### config.mk
export PLATFORM = sky130hd
export DESIGN_NAME = fas_fir_stream
export DESIGN_NICKNAME = d
export VERILOG_FILES = /design/src/rtl/fas_pkg.sv /design/src/rtl/fas_round_sat.sv /design/src/rtl/fas_fir_stream.sv
export SDC_FILE = /design/constraint.sdc
export NUM_CORES = 2
export LEC_CHECK = 0
export ABC_AREA = 1
export ABC_CLOCK_PERIOD_IN_PS = 23100
export CAP_MARGIN = 20
export CORE_ASPECT_RATIO = 1.5
export CORE_UTILIZATION = 31
export CTS_CLUSTER_SIZE = 8
export DETAILED_ROUTE_END_ITERATION = 6
export HOLD_SLACK_MARGIN = 0.05
export SLEW_MARGIN = 20
export SYNTH_ARGS = -nofsm -noshare
export SYNTH_HDL_FRONTEND = slang
export SYNTH_SLANG_ARGS = --single-unit
export TNS_END_PERCENT = 100
### constraint.sdc
create_clock -name clk -period 23.1 [get_ports clk]
set_input_delay 6.93 -clock clk [delete_from_list [all_inputs] [get_ports clk]]
set_output_delay 6.93 -clock clk [all_outputs]
set_load 0.01 [all_outputs]
### src/rtl/fas_pkg.sv
// Shared types and helpers for the FAS symmetric FIR.
package fas_pkg;

    typedef enum logic [1:0] {
        IDLE,
        MAC,
        OUT
    } fir_state_t;

    // Rounding modes understood by fas_round_sat.
    localparam int RND_NEAREST_AWAY = 0;   // round half away from zero
    localparam int RND_TRUNC        = 1;   // floor (drop fraction)

    // Accumulator width that cannot overflow for taps/2 pre-added products.
    function automatic int acc_width(input int data_w, input int coef_w, input int taps);
        return data_w + 1 + coef_w + $clog2(taps / 2);
    endfunction

endpackage

### src/rtl/fas_round_sat.sv
// Combinational accumulator -> sample narrowing for the FAS FIR.
// Drops FRAC fraction bits with the selected rounding mode, then narrows to DATA_W.
// Build option FAS_FIR_SAT_EN: defined -> clamp to the DATA_W range;
// undefined -> legacy FAS wrap format {acc sign, low DATA_W-1 bits}.
module fas_round_sat
    import fas_pkg::*;
#(
    parameter int ACC_W  = 41,
    parameter int DATA_W = 16,
    parameter int FRAC   = 16,
    parameter int MODE   = RND_NEAREST_AWAY
) (
    input  logic [ACC_W-1:0]  acc,
    output logic [DATA_W-1:0] data
);

    // One extra integer bit so the +1 of rounding can never overflow.
    localparam int RW = ACC_W - FRAC + 1;

    logic          sign;
    logic          tail;
    logic          inc;
    logic [RW-1:0] trunc;
    logic [RW-1:0] rnd;

    assign sign  = acc[ACC_W-1];
    assign tail  = |acc[FRAC-2:0];
    assign trunc = {sign, acc[ACC_W-1:FRAC]};

    // Half bit decides; a negative exact half stays at floor, i.e. away from zero.
    always_comb begin
        inc = 1'b0;
        if (MODE == RND_NEAREST_AWAY)
            inc = sign ? (acc[FRAC-1] && tail) : acc[FRAC-1];
    end

    assign rnd = trunc + RW'(inc);

`ifdef FAS_FIR_SAT_EN
    localparam logic [RW-1:0] MAXV = {{(RW-DATA_W+1){1'b0}}, {(DATA_W-1){1'b1}}};
    localparam logic [RW-1:0] MINV = {{(RW-DATA_W+1){1'b1}}, {(DATA_W-1){1'b0}}};

    // Clamp the rounded value into the signed DATA_W range.
    always_comb begin
        data = rnd[DATA_W-1:0];
        if ($signed(rnd) > $signed(MAXV))
            data = MAXV[DATA_W-1:0];
        else if ($signed(rnd) < $signed(MINV))
            data = MINV[DATA_W-1:0];
    end
`else
    // Legacy format keeps the accumulator sign and discards rounded upper bits.
    logic unused_hi;
    assign unused_hi = ^rnd[RW-1:DATA_W-1];
    assign data      = {sign, rnd[DATA_W-2:0]};
`endif

endmodule

### src/rtl/fas_fir_stream.sv
// Time-multiplexed, runtime-programmable symmetric FIR with valid/ready streaming.
// One multiplier walks TAPS/2 coefficient pairs per sample; the product is
// registered, so MAC takes TAPS/2+1 cycles (last one drains the product).
// out_last flags every FRAME_LEN-th output. Build option FAS_FIR_SAT_EN
// selects saturating narrowing (see fas_round_sat).
module fas_fir_stream
    import fas_pkg::*;
#(
    parameter int DATA_W    = 16,
    parameter int COEF_W    = 20,
    parameter int FRAC      = 16,
    parameter int TAPS      = 32,
    parameter int FRAME_LEN = 16
) (
    input  logic                      clk,
    input  logic                      rst,
    input  logic                      in_valid,
    output logic                      in_ready,
    input  logic [DATA_W-1:0]         in_data,
    input  logic                      coef_we,
    input  logic [$clog2(TAPS/2)-1:0] coef_addr,
    input  logic [COEF_W-1:0]         coef_data,
    output logic                      out_valid,
    input  logic                      out_ready,
    output logic [DATA_W-1:0]         out_data,
    output logic                      out_last,
    output logic                      busy
);

    localparam int HALF  = TAPS / 2;
    localparam int KW    = $clog2(HALF);
    localparam int CW    = $clog2(HALF + 1);
    localparam int XW    = $clog2(TAPS);
    localparam int SW    = $clog2(TAPS + 1);
    localparam int FW    = $clog2(FRAME_LEN);
    localparam int ACC_W = acc_width(DATA_W, COEF_W, TAPS);
    localparam int PW    = DATA_W + 1 + COEF_W;

    fir_state_t state, state_nxt;

    logic [DATA_W-1:0] x    [TAPS];
    logic [COEF_W-1:0] coef [HALF];
    logic [CW-1:0]     k;
    logic [SW-1:0]     sample_cnt;
    logic [FW-1:0]     frame_cnt;
    logic [ACC_W-1:0]  acc;
    logic [ACC_W-1:0]  acc_sum;
    logic [PW-1:0]     prod_q;
    logic [PW-1:0]     prod;
    logic [PW-1:0]     pair_ext;
    logic [PW-1:0]     coef_ext;
    logic [DATA_W:0]   pair;
    logic [KW-1:0]     k_idx;
    logic [XW-1:0]     lo_idx;
    logic [XW-1:0]     hi_idx;
    logic [DATA_W-1:0] rounded;
    logic              accept;
    logic              mac_done;
    logic              frame_full;

    assign k_idx      = k[KW-1:0];
    assign lo_idx     = XW'(k_idx);
    assign hi_idx     = XW'(TAPS - 1) - XW'(k_idx);
    assign accept     = in_valid && in_ready;
    assign mac_done   = (state == MAC) && (k == CW'(HALF));
    assign frame_full = (sample_cnt == SW'(TAPS));

    // Symmetric pre-add, then one signed multiply at full product width.
    assign pair     = {x[lo_idx][DATA_W-1], x[lo_idx]} + {x[hi_idx][DATA_W-1], x[hi_idx]};
    assign pair_ext = {{(PW-DATA_W-1){pair[DATA_W]}}, pair};
    assign coef_ext = {{(PW-COEF_W){coef[k_idx][COEF_W-1]}}, coef[k_idx]};
    assign prod     = PW'($signed(pair_ext) * $signed(coef_ext));
    assign acc_sum  = acc + {{(ACC_W-PW){prod_q[PW-1]}}, prod_q};

    fas_round_sat #(
        .ACC_W  (ACC_W),
        .DATA_W (DATA_W),
        .FRAC   (FRAC),
        .MODE   (RND_NEAREST_AWAY)
    ) u_round (
        .acc  (acc_sum),
        .data (rounded)
    );

    // State register.
    always_ff @(posedge clk) begin
        if (rst) state <= IDLE;
        else     state <= state_nxt;
    end

    // Next state and handshake outputs.
    always_comb begin
        state_nxt = state;
        in_ready  = 1'b0;
        busy      = 1'b1;
        out_valid = 1'b0;
        out_last  = 1'b0;
        case (state)
            IDLE: begin
                in_ready = 1'b1;
                busy     = 1'b0;
                if (in_valid) state_nxt = MAC;
            end
            MAC: begin
                if (mac_done) state_nxt = frame_full ? OUT : IDLE;
            end
            OUT: begin
                out_valid = 1'b1;
                out_last  = (frame_cnt == FW'(FRAME_LEN - 1));
                if (out_ready) state_nxt = IDLE;
            end
            default: state_nxt = IDLE;
        endcase
    end

    // Delay line, coefficient store, MAC datapath and frame counter.
    always_ff @(posedge clk) begin
        if (rst) begin
            for (int i = 0; i < TAPS; i++) x[i] <= '0;
            for (int i = 0; i < HALF; i++) coef[i] <= '0;
            k          <= '0;
            sample_cnt <= '0;
            frame_cnt  <= '0;
            acc        <= '0;
            prod_q     <= '0;
            out_data   <= '0;
        end else begin
            if (accept) begin
                x[0] <= in_data;
                for (int i = 1; i < TAPS; i++) x[i] <= x[i-1];
                if (!frame_full) sample_cnt <= sample_cnt + SW'(1);
                acc    <= '0;
                prod_q <= '0;
                k      <= '0;
            end
            if (state == MAC) begin
                acc    <= acc_sum;
                prod_q <= mac_done ? '0 : prod;
                k      <= k + CW'(1);
                if (mac_done && frame_full) out_data <= rounded;
            end
            if (state == OUT && out_ready) frame_cnt <= frame_cnt + FW'(1);
            if (coef_we && state == IDLE) coef[coef_addr] <= coef_data;
        end
    end

endmodule

* Word level (Yosys, flattened, before mapping) *
Memory sizes are Yosys's and may differ from the RTL's. A register that Yosys moved wholly into a read port is not among the register bits.
Cells that the tools add are included.
W data, S select, Z words.

word-level totals
  bits in registers = 111
  RAM bits = 832
  output and inout bits = 20
  logic and storage cells = 135
  memories = 2

operators by class
  $add $sub $neg = 7
  multipliers = 1
  eq/ne operators = 8
  muxes and demuxes = 64
  bitwise logic cells = 33
  reductions and logical operators = 13

memory list
  name  depth  width  rd ports  clocked after Yosys merged registers in  wr ports  line                  text
  x     32     16     33        1                                        32        fas_fir_stream.sv:41  logic [DATA_W-1:0] x [TAPS];
  coef  16     20     1         1                                        16        fas_fir_stream.sv:42  logic [COEF_W-1:0] coef [HALF];

operators with widths
  kind                   number
  $mux W16               32
  $mux W37               3
  $mux W41               2
  $add A41 B41 Y41       1
  $mul A17 B20 Y37       1
  $or A1 B1 Y1           32
  $mux W20               1
  $mux W5                4
  $reduce_or A20 Y1      1
  $add A16 B16 Y17       1
  $add A15 B2 Y15        1
  $reduce_or A15 Y1      1
  $mux W1                14
  $mux W4                3
  $mux W2                4
  $add A6 B1 Y6 const B  1
  $eq A6 B6 Y1 const B   1
  $logic_and A1 B1 Y1    6
  $ne A2 B2 Y1 const B   3
  $pmux W2 S3            1
  $add A5 B1 Y5 const B  1
  $eq A5 B5 Y1 const B   1
  $sub A5 B4 Y5 const A  1
  $add A4 B1 Y4 const B  1
  other kinds (8)        9

* Longest topological paths before layout *
  depth in word-level cells = 7
  gate-level depth with buffers = 50

* Cells and area by module *
From an unflattened synthesis, not the netlist that was laid out.

unflattened totals
  cell total of the unflattened synthesis = 6871
  area, all modules = 59799.9 µm²

by module, submodules not included
  module          times used  cells an instance  area each (µm²)
  fas_fir_stream  1           6791               59375.7
  fas_round_sat   1           80                 424.2

* Worst setup path after synthesis *
No wires, ideal clock.

  kind = input-to-reg
  start = in rst
  end = mem x[0][0], enable pin
  setup time = 3.657 ns
  arrival = 16.019 ns
  required time = 19.443 ns
  slack = 3.424 ns
  stages = 5
  cell sequence = clkbuf_1 inv_2 clkbuf_1 clkbuf_1 nand2_1

RTL lines
  element          line                  text
  start, declared  fas_fir_stream.sv:16  input logic rst,
  end, declared    fas_fir_stream.sv:41

==> impl_results.md <==
* Outcome: finished, final reports clean
* Drt wl/cell at approximately 17 um
* Post-DP HPWL at 107000 um
* Tmin final at 10810 ps
* Unrepaired setup endpoints after global routing: no
* Critical Path End Type: flop
* Final Cycle Share at 46.8%
* Worst path max stage delay at 850 ps
* EDFF count, synth at 832
* Layout cells sized above 1 at 4.72%
* CTS Buf Count at 137
* Netlist cell types at 49
* Ys flop type: edfxtp_1
* Clock-pin slew on the worst setup and hold paths at 50 ps
* Area Overhead vs Synth at 11.1%
* Clock Latency Late Sink at 770 ps
* DR pass1 iterations at 5
* Initial antenna violation count at 3
* Drt drc at 0
* # resized after CTS at 0
* Post-Syn Instances at roughly 6600
* Final setup TNS at 0 ps
* GRT Overall Usage at 16.5%
* Die area at roughly 190000 sq um
* Vias at 43400
* Largest net degree at the start of global routing at 182
* CTS Buffer Depth at 3
* First-pass GRT wire length at 248000 um
* Max Slew Vio Count at 0
* Core Area at 188000 sq um
* Fin area at between 60000 and 70000 sq um
* Avg Inst Size Synth at 8.87 sq um
* Commonest non-fill, non-tap cell in the layout: inv_1
* Min-Delay Path Class: reg2reg
* Req. time, crit path at around 24000 ps
* Most used cell, CP: nand2_1
* Nets@finish at 7082
* Least-Margin Pin Slew at 1120 ps
* Post-Syn Area at 58800 sq um
* Critical Path Fanout Max at 100
* Vias in the first global route at ~44000
* IO Pins at 65
* Final Wtd Congestion at roughly 0.95
* CTS root buf: clkbuf_16
* Die width at ~360 um
* Worst path slowest cell: dfxtp_4
* WS Path Type: reg2reg
* Starting Density at 31.2%
* Max Clock Skew at around 33 ps
* Share of the synthesized area in the top cell type at a little over two fifths
* Ys Warns at 0
* Total congestion overflow at 0
* # rows at 195
* Max Fclk at 92.5 MHz
* TritonCTS clock tree: yes
* Synthesized Nets at approximately 7000
* Drt initial violations at 3368
* Buffers added on ports at 64
* CTS Sinks at 947
* Synth area leader: edfxtp_1
* DRT Wirelength at about 160000 um
* WP data arrival at 11410 ps
* Die height at around 540 um
* Yosys reg bits at 947
* Vias per inst at 4.81
* Sequential area share after synthesis at a little under half
* Max_cap viols at 0
* Final hold vios at 0
* R2r setup slk at 12290 ps
* Post-CTS Setup Bufs at 0
* Setup Viol. Count Final at 0
* Post-synth ARST share at 0%
* Htree depth at 4
* Ranking of synthesized cells by area: edfxtp_1 43%, fa_1 12%, inv_1 7.9%
* Placed Area at 61500 sq um
* Commonest cells after routing, fill and taps aside: 1226 x inv_1, 1115 x nor2_1, 892 x nand2_1, 832 x edfxtp_1, 530 x a21oi_1
* Remaining antenna violation count after routing at 0
* Post-CTS Hold Buffers at 0
* Max-slew headroom at 25.5%
* Startpoint Class: flop
kinds of logic after synthesis:
kind of cell | count (synthesis) | synth area share, %
buffers and inverters | 1585 | 10.4
and+or+nand+nor | 2391 | 16.4
AOI/OAI and AO/OA | 1080 | 9.79
xor gates and xnor gates | 44 | 0.681
muxes | 80 | 1.40
DFF | 947 | 46.4
adders and majority gates | 497 | 15.0
worst paths after layout:
check	end	from	cells after the start
setup / recovery	prod_q[22]$_SDFFE_PP0N_	flop	37
hold / removal	sample_cnt[5]$_SDFFE_PP0P_	sample_cnt[5]$_SDFFE_PP0P_	1
setup reg to reg	prod_q[22]$_SDFFE_PP0N_	flop	37
hold reg to reg	sample_cnt[5]$_SDFFE_PP0P_	sample_cnt[5]$_SDFFE_PP0P_	1
flip-flops by register name, indices dropped and copies added, names as in the netlist, named ones only:
register    flops
k               5
x             512
out_data       16
sample_cnt      6
acc            41
state           2
coef          320
frame_cnt       4
prod_q         37
final cells by class:
class | count | area (sq um)
Antenna cell | 1 | 2.50
Sequential cell | 947 | 27300
Clock buffer | 148 | 3520
Inverter | 1249 | 4690
Tap cell | 2462 | 3080
Clock inverter | 14 | 231
Fill cell | 19100 | 123000
Multi-Input combinational cell | 4092 | 25400
Timing Repair Buffer | 113 | 1040
synthesized netlist by cell type, drive strengths merged, types with 35 or more instances:
master,instances
dfxtp,115
ha,153
a21oi,532
buf,95
inv,1235
fa,344
o211ai,35
mux2i,61
nand2,915
nand3,265
edfxtp,832
nor2,1132
o21ai,432
clkbuf,241
stage by stage:
step	instances	utilization [%]	hold WS, ps	worst slack (ps)
floorplan	6624	-	423	3420
global placement	8862	32.7	452	11930
detailed placement	8862	32.7	457	11850
CTS	9024	34.7	466	12340
global route	9026	34.7	483	11560
finish	9026	34.7	464	12290
worst max-delay path: cells and delay by family (launching register included):
kind	cells	cell delay [ps]
adder cells (fa/ha/maj)	8	3620
buffers and inverters	6	2380
AO/OA/AOI/OAI	6	1200
XOR/XNOR	1	370
AND/OR/NAND/NOR	16	2110
flip-flops	1	850
metal layers:
| layer | global-route usage, % | part of all wire [%] | wire, um | vias to the layer above |
|---|---|---|---|---|
| li1 | - | - | - | 20900 |
| met1 | 19.8 | 41 | 63700 | 21000 |
| met2 | 28.8 | 50 | 78700 | 1132 |
| met3 | 2.20 | 4.7 | 7360 | 340 |
| met4 | 7.83 | 4.7 | 7430 | 2 |
| met5 | 0 | 0.0051 | 8 | - |
Power is not shown: default switching activity piles up to over one toggle a cycle in this logic, so the estimate is an artifact.
